**src/rtl/uart_rx_sipo.sv**
```systemverilog
// uart_rx_sipo - serial-in/parallel-out UART receive stage.
// Receives an 11-bit frame (start 0, data[7:0] LSB first, parity, stop 1)
// sampled at mid-bit from an oversampled baud_clk, and reports the byte
// together with parity and framing status.
//
// Ports:
//   baud_clk      in   clock, OVERSAMPLE x bit rate
//   reset_n       in   asynchronous active-low reset
//   data_rx       in   serial line, idle high, asynchronous to baud_clk
//   parity_type   in   0 = even, 1 = odd (static during a frame)
//   data_out      out  last received byte, held until the next frame completes
//   rx_valid      out  one-cycle pulse when data_out and error flags update
//   parity_error  out  parity mismatch on the last frame
//   framing_error out  stop bit sampled 0 on the last frame
//   active_flag   out  high while a frame is in START..STOP
//   done_flag     out  complement of active_flag
module uart_rx_sipo #(
    parameter int OVERSAMPLE = 16
) (
    input  logic       baud_clk,
    input  logic       reset_n,
    input  logic       data_rx,
    input  logic       parity_type,
    output logic [7:0] data_out,
    output logic       rx_valid,
    output logic       parity_error,
    output logic       framing_error,
    output logic       active_flag,
    output logic       done_flag
);

    localparam int TW = $clog2(OVERSAMPLE);
    localparam logic [TW-1:0] HALF_M1 = TW'(OVERSAMPLE / 2 - 1);
    localparam logic [TW-1:0] FULL_M1 = TW'(OVERSAMPLE - 1);

    typedef enum logic [2:0] {
        ST_IDLE      = 3'd0,
        ST_START     = 3'd1,
        ST_DATA      = 3'd2,
        ST_PARITY    = 3'd3,
        ST_STOP      = 3'd4,
        ST_WAIT_HIGH = 3'd5
    } state_t;

    // Parity bit the transmitter would have sent for this byte.
    function automatic logic expected_parity(input logic [7:0] d, input logic odd);
        return (^d) ^ odd;
    endfunction

    logic          sync1_q, sync2_q;
    logic          rx_s;
    state_t        state_q, state_d;
    logic [TW-1:0] tick_q, tick_d;
    logic [2:0]    bit_idx_q, bit_idx_d;
    logic [7:0]    shift_q, shift_d;
    logic          par_q, par_d;
    logic [7:0]    data_out_q, data_out_d;
    logic          rx_valid_q, rx_valid_d;
    logic          perr_q, perr_d;
    logic          ferr_q, ferr_d;
    logic          active_q, active_d;
    logic          done_q;

    assign rx_s = sync2_q;

    // Two-flop synchronizer for the asynchronous serial line (idles high).
    always_ff @(posedge baud_clk or negedge reset_n) begin
        if (!reset_n) begin
            sync1_q <= 1'b1;
            sync2_q <= 1'b1;
        end else begin
            sync1_q <= data_rx;
            sync2_q <= sync1_q;
        end
    end

    // State, counters, datapath and registered outputs.
    always_ff @(posedge baud_clk or negedge reset_n) begin
        if (!reset_n) begin
            state_q    <= ST_IDLE;
            tick_q     <= '0;
            bit_idx_q  <= 3'd0;
            shift_q    <= 8'h00;
            par_q      <= 1'b0;
            data_out_q <= 8'h00;
            rx_valid_q <= 1'b0;
            perr_q     <= 1'b0;
            ferr_q     <= 1'b0;
            active_q   <= 1'b0;
            done_q     <= 1'b1;
        end else begin
            state_q    <= state_d;
            tick_q     <= tick_d;
            bit_idx_q  <= bit_idx_d;
            shift_q    <= shift_d;
            par_q      <= par_d;
            data_out_q <= data_out_d;
            rx_valid_q <= rx_valid_d;
            perr_q     <= perr_d;
            ferr_q     <= ferr_d;
            active_q   <= active_d;
            done_q     <= !active_d;
        end
    end

    // Next-state and datapath logic; tick_cnt restarts from 0 on every sample.
    always_comb begin
        state_d    = state_q;
        tick_d     = tick_q + TW'(1);
        bit_idx_d  = bit_idx_q;
        shift_d    = shift_q;
        par_d      = par_q;
        data_out_d = data_out_q;
        rx_valid_d = 1'b0;
        perr_d     = perr_q;
        ferr_d     = ferr_q;
        case (state_q)
            ST_IDLE: begin
                tick_d = '0;
                if (!rx_s) begin
                    state_d = ST_START;
                end else begin
                    state_d = ST_IDLE;
                end
            end
            ST_START: begin
                if (tick_q == HALF_M1) begin
                    tick_d = '0;
                    if (rx_s) begin
                        // Start bit did not persist to mid-bit: treat as a glitch.
                        state_d = ST_IDLE;
                    end else begin
                        state_d   = ST_DATA;
                        bit_idx_d = 3'd0;
                    end
                end else begin
                    state_d = ST_START;
                end
            end
            ST_DATA: begin
                if (tick_q == FULL_M1) begin
                    tick_d    = '0;
                    shift_d   = {rx_s, shift_q[7:1]};
                    bit_idx_d = bit_idx_q + 3'd1;
                    if (bit_idx_q == 3'd7) begin
                        state_d = ST_PARITY;
                    end else begin
                        state_d = ST_DATA;
                    end
                end else begin
                    state_d = ST_DATA;
                end
            end
            ST_PARITY: begin
                if (tick_q == FULL_M1) begin
                    tick_d  = '0;
                    par_d   = rx_s;
                    state_d = ST_STOP;
                end else begin
                    state_d = ST_PARITY;
                end
            end
            ST_STOP: begin
                if (tick_q == FULL_M1) begin
                    tick_d     = '0;
                    data_out_d = shift_q;
                    perr_d     = (par_q != expected_parity(shift_q, parity_type));
                    ferr_d     = !rx_s;
                    rx_valid_d = 1'b1;
                    // A low stop bit means a break or stuck line: wait for idle.
                    if (rx_s) begin
                        state_d = ST_IDLE;
                    end else begin
                        state_d = ST_WAIT_HIGH;
                    end
                end else begin
                    state_d = ST_STOP;
                end
            end
            ST_WAIT_HIGH: begin
                tick_d = '0;
                if (rx_s) begin
                    state_d = ST_IDLE;
                end else begin
                    state_d = ST_WAIT_HIGH;
                end
            end
            default: begin
                tick_d  = '0;
                state_d = ST_IDLE;
            end
        endcase
    end

    // active_flag is registered from the upcoming state so it rises the cycle
    // after the start edge and falls together with rx_valid.
    always_comb begin
        case (state_d)
            ST_START, ST_DATA, ST_PARITY, ST_STOP: active_d = 1'b1;
            default:                               active_d = 1'b0;
        endcase
    end

    assign data_out      = data_out_q;
    assign rx_valid      = rx_valid_q;
    assign parity_error  = perr_q;
    assign framing_error = ferr_q;
    assign active_flag   = active_q;
    assign done_flag     = done_q;

endmodule
```
**config.mk**
```make
export PLATFORM = sky130hd
export DESIGN_NAME = uart_rx_sipo
export DESIGN_NICKNAME = d
export VERILOG_FILES = /design/src/rtl/uart_rx_sipo.sv
export SDC_FILE = /design/constraint.sdc
export NUM_CORES = 1
export LEC_CHECK = 0
export ABC_CLOCK_PERIOD_IN_PS = 5500
export CORE_MARGIN = 4
export CORE_UTILIZATION = 39
export DETAILED_ROUTE_END_ITERATION = 6
export GPL_ROUTABILITY_DRIVEN = 1
export GPL_TIMING_DRIVEN = 0
export HOLD_SLACK_MARGIN = 0.15
export MAX_ROUTING_LAYER = met4
export PLACE_DENSITY = 0.7
export SYNTH_ARGS = -nofsm -noshare
export SYNTH_HDL_FRONTEND = slang
export SYNTH_SLANG_ARGS = --single-unit
```
**constraint.sdc**
```tcl
create_clock -name baud_clk -period 5.5 [get_ports baud_clk]
set_clock_uncertainty 0.15 [all_clocks]
set_input_delay 0.825 -clock baud_clk [delete_from_list [all_inputs] [get_ports baud_clk]]
set_output_delay 0.825 -clock baud_clk [all_outputs]
set_load 0.005 [all_outputs]
```
==> results.cfg, run 1 <==
[die]
start_util = 0.409
coreArea_um2 = 3720
die_h_um = 70.4
pin_count = 17
num_rows = 22
die_w_um = 70.4
dieArea_um2 = 4960

[hold_path]
whs_path_depth = 0
min_from = sync1_q
worstHoldPathType = reg2reg
hold_end = rx_s

[clock_network]
ctsResizeCount = 0
root_buffer = clkbuf_8
cts-buffers-inserted = 5
cts_tree = built
postCtsSetupBuffers = 0
ctsHoldBuffers = 0
clkTransAtPathRegs_ps = 60
max-clock-path-buffers = 2
cts_sinks = 34
htreeDepth = 2
clock_latency_ps = 290

[worst_setup_path]
path_class = reg2out
reg2reg_slack_ps = 3290
startpoint_type = register
cpPeakStageDelay_ps = 510
path_cells = clkdlybuf4s50_1
crit_family = flip-flops
worstReg2RegStart = tick_q[0]
endpoint_kind = output pin
worst-path-stages = 1
cp_data_required_time_ps = 4530
r2r_cells = 6
r2r-end = shift_q[0]
critPathMaxFanout = 1
path_buf_inv = 1
critPathArrivalTime_ps = 1280
cp_slowest_cell = dfstp_2

[synthesis]
post-synth-top-area-fraction = 0.511
synth_fp_nets = 129
async_reset_ff_frac = 1.00
synth_cell_types = 35
synth-xor-area-share = 0.0667
synth_compound_area_frac = 0.0898
synth_top_family_by_area = multiplexers
ys.flop_type = dfrtp_1
synth-seq-cells = 34
synth-simple-area-share = 0.0914
yosysSeqAreaShare = 0.563
yosys_warnings = 0
synthAdderAreaFrac = 0.0247
synth_edf_count = 0
syn_inst = 122
muxShareOfSynthArea = 0.133
avgSynthCellArea_um2 = 12.5
yosys.area.top_type = dfrtp_1
syn_area_um2 = 1520
ys_top_cells_by_area = dfrtp_1 51%, mux2_2 13%, dfstp_2 5.2%

[power]
intPower_mw = 0.502
p_leak_nw = 0.861
sequentialPowerShare = 0.440
netSwitchingPower_mw = 0.196
switching_share = 0.280
pwr-share-comb = 0.230
power_density_nw_per_um2 = 378
peakVddDrop_v = 0.000165
pwr-share-clk = 0.330

[route]
routed_wl_um = 2640
wl_per_cell_um = 13.7
via_per_inst = 5.12
drtIter0Drc = 30
drc = 0
vias = 989
antenna_left = 0
first_pass_iters = 4

[job]
max_cap_viol_count = 0

[global_routing]
grt-ovfl-total = 0
grt_pass1_wl_um = 4680
grt.total_usage = 0.127
grt_antenna_before_repair = 0
grt_pass1_vias = 1053
grt_start_max_net_pins = 35

[finish]
syn2layout_area_growth_pct = 21.6
fin_area_um2 = 1850
nets = 152
diodes = 0
layout-drive-gt1-share = 0.241
fillerInstances = 349
final_core_util = 0.497

[sta]
rsz0062_at_grt = false
worstMarginPinSlew_ps = 728
setup_viol = 0
finalHoldViolations = 0
max_freq_mhz = 443
min_period_over_period = 0.410
slew_headroom = 0.515
min_period_ps = 2260
tns_ps = 0
slew_violations = 0

[place]
portBuffers = 16
hpwl_um = 1860
place_area_um2 = 1730
routabilityCongestion = 0.825

[outcome]
outcome = finished clean
## cells by family after synthesis
group,Yosys count
DFF,34
and+or+nand+nor,26
AOI/OAI and AO/OA,20
muxes,18
buffers and inverters,11
xor gates and xnor gates,10
adders and majority gates,3
## final cells by class
cell class	instances	area [um2]	share of cell area
Clock inverter	1	30.0	0.0163
Inverter	4	15.0	0.00813
Timing Repair Buffer	16	155	0.0840
Clock buffer	6	82.6	0.0447
Multi-Input combinational cell	77	617	0.334
Sequential cell	34	855	0.463
Tap cell	48	60.1	0.0325
Buffer	7	32.5	0.0176
## worst register-to-register path: stages, from the launching register on
cell,delay (ps)
dfrtp_1,370
ha_1,220
and3_1,160
clkbuf_1,270
nor4b_2,330
buf_4,250
mux2_2,350
## power groups by stage
stage	combinational (mW)	sequential [mW]	clock, mW
5_1_grt	0.182	0.311	0.250
3_5_place_dp	0.161	0.312	0
4_1_cts	0.161	0.308	0.236
6_report	0.161	0.307	0.230
2_1_floorplan	0.121	0.307	0
3_3_place_gp	0.153	0.310	0
## how the worst max path moves through the flow
stage / startpoint / to / slack [ps]
after floorplan: tick_q[0] / shift_q[0] / 3540
after global placement: reset_n / rx_valid / 2810
after detailed placement: parity_type / parity_error / 3160
after CTS: done_flag / done_flag / 3220
after global routing: tick_q[0] / shift_q[2] / 3150
final: done_flag / done_flag / 3240
## layer usage
metal	wire, um	up-vias	track usage
met3	99	5	0.0432
met4	74	0	0.0702
li1	-	472	-
met5	0	-	-
met1	1120	485	0.140
met2	1340	27	0.201
## through the flow
| stage | instances | setup WS [ps] | hold WS (ps) | power [mW] |
|---|---|---|---|---|
| final | 193 | 3240 | 207 | 0.698 |
| after global routing | 193 | 3150 | 216 | 0.743 |
| after CTS | 193 | 3220 | 209 | 0.705 |
| after detailed placement | 186 | 3160 | 199 | 0.473 |
| after global placement | 186 | 2810 | 196 | 0.463 |
| after floorplan | 122 | 3540 | 195 | 0.428 |
## layout by cell type, fill, tap and decap left out, drive strengths merged, types with 2 or more instances in the layout
master / instances
nand2: 5
dfrtp: 31
xor2: 3
inv: 4
nor2: 7
buf: 4
clkdlybuf4s50: 15
nor3: 2
o211ai: 2
a21oi: 3
o21ai: 6
nand3: 4
a22o: 2
mux2: 18
dfstp: 3
xnor2: 6
clkbuf: 10
ha: 3
## sequential cells by signal, indices dropped and copies added, names as in the netlist
name and count:
data_out 8, shift_q 8, tick_q 4, bit_idx_q 3, state_q 3, active_flag 1
done_flag 1, framing_error 1, par_q 1, parity_error 1, rx_s 1, rx_valid 1
sync1_q 1
## synth_stat cells, types with 3 or more instances
library cell,instances
xor2_1,3
nand3_1,4
clkbuf_1,4
ha_1,3
xnor2_1,6
mux2_2,18
nor2_1,7
dfstp_2,3
a21oi_1,3
dfrtp_1,31
nand2_1,5
o21ai_0,6
inv_1,3
(Power assumes the default switching activity.)
==> run 2: changes to the inputs <==
--- a/config.mk
+++ b/config.mk
@@ -5,7 +5,7 @@
 export SDC_FILE = /design/constraint.sdc
 export NUM_CORES = 1
 export LEC_CHECK = 0
-export ABC_CLOCK_PERIOD_IN_PS = 5500
+export ABC_CLOCK_PERIOD_IN_PS = 2200
 export CORE_MARGIN = 4
 export CORE_UTILIZATION = 39
 export DETAILED_ROUTE_END_ITERATION = 6
==> constraint.sdc (replaced) <==
create_clock -name baud_clk -period 2.2 [get_ports baud_clk]
set_clock_uncertainty 0.15 [all_clocks]
set_input_delay 0.33 -clock baud_clk [delete_from_list [all_inputs] [get_ports baud_clk]]
set_output_delay 0.33 -clock baud_clk [all_outputs]
set_load 0.005 [all_outputs]
==> results.cfg, run 2 (synthesis results as in run 1) <==
[outcome]
outcome = finished clean

[clock_network]
cts_sinks = 34
cts-buffers-inserted = 5
clkTransAtPathRegs_ps = 60
clock_latency_ps = 290
max-clock-path-buffers = 2
root_buffer = clkbuf_8
htreeDepth = 2
cts_tree = built

[route]
antenna_left = 0
highest_layer = met4
via_per_inst = 5.10
wl_met1_um = 1130
wl_per_cell_um = 13.7
routed_wl_um = 2640
vias = 984
first_pass_iters = 4
wl_met3_um = 87
drtIter0Drc = 24
wl_met2_um = 1340
drc = 0

[worst_setup_path]
r2r_cells = 5
cp_data_required_time_ps = 2220
startpoint_type = register
critPathMaxFanout = 10
reg2reg_slack_ps = 130
worstReg2RegStart = tick_q[0]
path_class = reg2reg
endpoint_kind = register
r2r-end = shift_q[0]
critPathArrivalTime_ps = 2090

[sta]
setup_viol = 0
hold_ws_ps = 207
finalHoldViolations = 0
slew_headroom = 0.511
min_period_over_period = 0.939
tns_ps = 0
max_freq_mhz = 484
worstMarginPinSlew_ps = 733
rsz0062_at_grt = false
min_period_ps = 2070
slew_violations = 0

[hold_path]
whs_path_depth = 0
min_from = sync1_q
worstHoldPathType = reg2reg
hold_end = rx_s

[finish]
nets = 152
final_cell_mix = 31 x dfrtp_1, 18 x mux2_2, 15 x clkdlybuf4s50_1
layout_commonest_cell = dfrtp_1
fillerInstances = 350
fin_area_um2 = 1860
diodes = 0
syn2layout_area_growth_pct = 22.6
final_cells = 193
final-seq-area_um2 = 855
layout-drive-gt1-share = 0.241
multi_input_area_um2 = 626
final_core_util = 0.501

[die]
num_rows = 22
coreArea_um2 = 3720
dieArea_um2 = 4960
die_h_um = 70.4
start_util = 0.409
pin_count = 17
die_w_um = 70.4

[place]
hpwl_um = 1860
place_area_um2 = 1730
dp_cells = 186
portBuffers = 16
routabilityCongestion = 0.825

[global_routing]
grt_antenna_before_repair = 0
grt_pass1_vias = 1064
grt_start_max_net_pins = 35
grt_pass1_wl_um = 4730
grt.total_usage = 0.128
grt-ovfl-total = 0

[power]
peakVddDrop_v = 0.000412
power_density_nw_per_um2 = 941
p_leak_nw = 0.864

[job]
max_cap_viol_count = 0
-- run 2: per-stage QoR --
step                setup slack, ps  power (mW)
detailed placement            -1.99        1.18
finish                          134        1.75
floorplan                       239        1.07
global placement               1.24        1.16
CTS                            24.7        1.77
global route                   15.2        1.87
-- run 2: worst max path at each step --
stage                   start    endpoint  slack (ps)  cells past startpoint
finish              tick_q[0]  shift_q[0]         130                      5
global route        tick_q[0]  shift_q[2]          20                      5
CTS                 tick_q[0]  shift_q[0]          20                      6
detailed placement  tick_q[0]  shift_q[0]          -2                      6
global placement      reset_n    rx_valid           1                      1
floorplan           tick_q[0]  shift_q[0]         240                      6
-- run 2: final cells by class --
type,count,share of cell area
multi-input combinational,77,0.336
sequential,34,0.459
tap,48,0.0323
clock inverter,1,0.0161
timing repair buffer,17,0.0887
clock buffer,6,0.0444
buffer,6,0.0155
inverter,4,0.00806
-- run 2: critical path, cell delays in order, from the launching register on --
cell and delay [ps]:
dfrtp_1 370, ha_1 220, and3_1 340, nor4b_4 290, buf_4 240, mux2_2 350
-- run 2: routing by layer --
layer,vias up,track usage
met4,0,0.0702
met5,-,-
met2,23,0.203
met3,5,0.0432
li1,472,-
met1,484,0.142
-- run 2: power by group --
part	leakage (nW)	switching, mW	internal, mW
registers	0.441	0.0598	0.711
clock network	0.0573	0.212	0.362
logic	0.366	0.222	0.185
total	0.864	0.494	1.26
-- run 2: repair_timing --
action | 4_1_cts | 5_1_grt
endpoints found under the setup margin | 6 | 12
resized for setup | 1 | 0
endpoints found under the hold margin | 31 | 0
buffers inserted | 0 | 0
hold buffers | 1 | 0
==> run 3: changes to the inputs <==
--- a/config.mk
+++ b/config.mk
@@ -6,6 +6,7 @@
 export NUM_CORES = 1
 export LEC_CHECK = 0
 export ABC_CLOCK_PERIOD_IN_PS = 2200
+export CORE_ASPECT_RATIO = 2
 export CORE_MARGIN = 4
 export CORE_UTILIZATION = 39
 export DETAILED_ROUTE_END_ITERATION = 6
==> results.cfg, run 3 (synthesis results as in run 1) <==
[finish]
fillerInstances = 330
layout_commonest_cell = dfrtp_1
final_cells = 195
fin_area_um2 = 1830
syn2layout_area_growth_pct = 20.2
diodes = 0
final_cell_mix = 31 x dfrtp_1, 18 x mux2_2, 15 x clkdlybuf4s50_1
nets = 152
final_core_util = 0.495
layout-drive-gt1-share = 0.247

[sta]
min_period_ps = 2020
worstMarginPinSlew_ps = 734
rsz0062_at_grt = false
slew_headroom = 0.510
max_freq_mhz = 496
tns_ps = 0
hold_ws_ps = 207
finalHoldViolations = 0
slew_violations = 0
setup_viol = 0
min_period_over_period = 0.916
finalWorstSetupSlack_ps = 184

[worst_setup_path]
cp_slowest_cell = dfrtp_1
path_cells = ha_1 -> and3_2 -> nand3_1 -> buf_2 -> mux2_2
reg2reg_slack_ps = 180
crit_path_start = tick_q[0]
r2r-end = data_out[6]
critPathMaxFanout = 10
startpoint_type = register
critPathArrivalTime_ps = 2030
r2r_cells = 5
cpPeakStageDelay_ps = 400
endpoint_kind = register
cp-endpoint = data_out[6]
cp_data_required_time_ps = 2210
worstReg2RegStart = tick_q[0]
path_class = reg2reg

[global_routing]
grt_antenna_before_repair = 0
grt-ovfl-total = 0
grt.total_usage = 0.137
grt_pass1_wl_um = 4860
grt_start_max_net_pins = 35
grt_pass1_vias = 1082

[clock_network]
max-clock-path-buffers = 2
clock_latency_ps = 280
cts_sinks = 34
htreeDepth = 2
cts_tree = built
cts-buffers-inserted = 5
root_buffer = clkbuf_8
clkTransAtPathRegs_ps = 60

[place]
pre_cts_ws_ps = 11.9
portBuffers = 16
place_area_um2 = 1740
routabilityCongestion = 0.914
dp_cells = 187
hpwl_um = 1940

[outcome]
outcome = finished clean

[die]
num_rows = 31
die_h_um = 96.3
pin_count = 17
coreArea_um2 = 3680
start_util = 0.412
die_w_um = 52.1
dieArea_um2 = 5020

[power]
peakVddDrop_v = 0.000421
p_total_mw = 1.60
power_density_nw_per_um2 = 877
p_leak_nw = 0.851

[route]
vias = 992
wl_per_cell_um = 13.3
drtIter0Drc = 23
antenna_left = 0
first_pass_iters = 4
drc = 0
via_per_inst = 5.09
routed_wl_um = 2600

[job]
max_cap_viol_count = 0

[hold_path]
worstHoldPathType = reg2reg
[run 3: changes by cell type in the layout (fill, tap and decap cells not counted)]
cell       previous run  this run
and3_2                0         1
clkbuf_8              6         5
and3_1                1         0
bufinv_16             1         0
clkinv_2              0         2
nor4b_2               0         1
nor4b_4               1         0
clkbuf_1              3         4
[run 3: where the power goes]
| group | switching (mW) | total [mW] | internal, mW | leakage (nW) |
|---|---|---|---|---|
| Combinational | 0.220 | 0.403 | 0.184 | 0.365 |
| Sequential | 0.0601 | 0.771 | 0.711 | 0.441 |
| Clock | 0.208 | 0.427 | 0.219 | 0.0450 |
[run 3: layout make-up]
class / count / area [um2] / area share
well taps: 49 / 61.3 / 0.0336
plain buffers: 6 / 28.8 / 0.0158
repair buffers: 17 / 165 / 0.0905
flip-flops and latches: 34 / 855 / 0.468
multi-input cells: 77 / 618 / 0.339
clock buffers: 6 / 72.6 / 0.0398
inverters: 4 / 15.0 / 0.00822
clock inverters: 2 / 10.0 / 0.00548
[run 3: worst min path at each step]
stage	slack (ps)	endpoint	depth (start not counted)	startpoint
global route	210	rx_s	0	sync1_q
CTS	210	rx_s	0	sync1_q
floorplan	-120	active_flag	0	reset_n
detailed placement	200	rx_s	0	sync1_q
finish	210	rx_s	0	sync1_q
global placement	200	rx_s	0	sync1_q
[run 3: critical path, delay by kind of cell, from the launching register on]
kind	cells	cell delay [ps]
adders and majority gates	1	250
DFF	1	400
muxes	1	370
and+or+nand+nor	2	470
buffers and inverters	1	260
[run 3: timing repair]
| action | in CTS | in global routing |
|---|---|---|
| gates resized for setup | 0 | 1 |
| setup endpoints to repair | 0 | 12 |
| hold endpoints to repair | 31 | 0 |
| buffers inserted | 0 | 0 |
| hold buffers | 1 | 0 |
[run 3: metal layers]
metal | part of all wire | GRT usage | vias to the layer above
li1 | - | - | 478
met1 | 0.38 | 0.140 | 483
met2 | 0.54 | 0.223 | 23
met3 | 0.046 | 0.0388 | 8
met4 | 0.034 | 0.0896 | 0
met5 | 0 | - | -
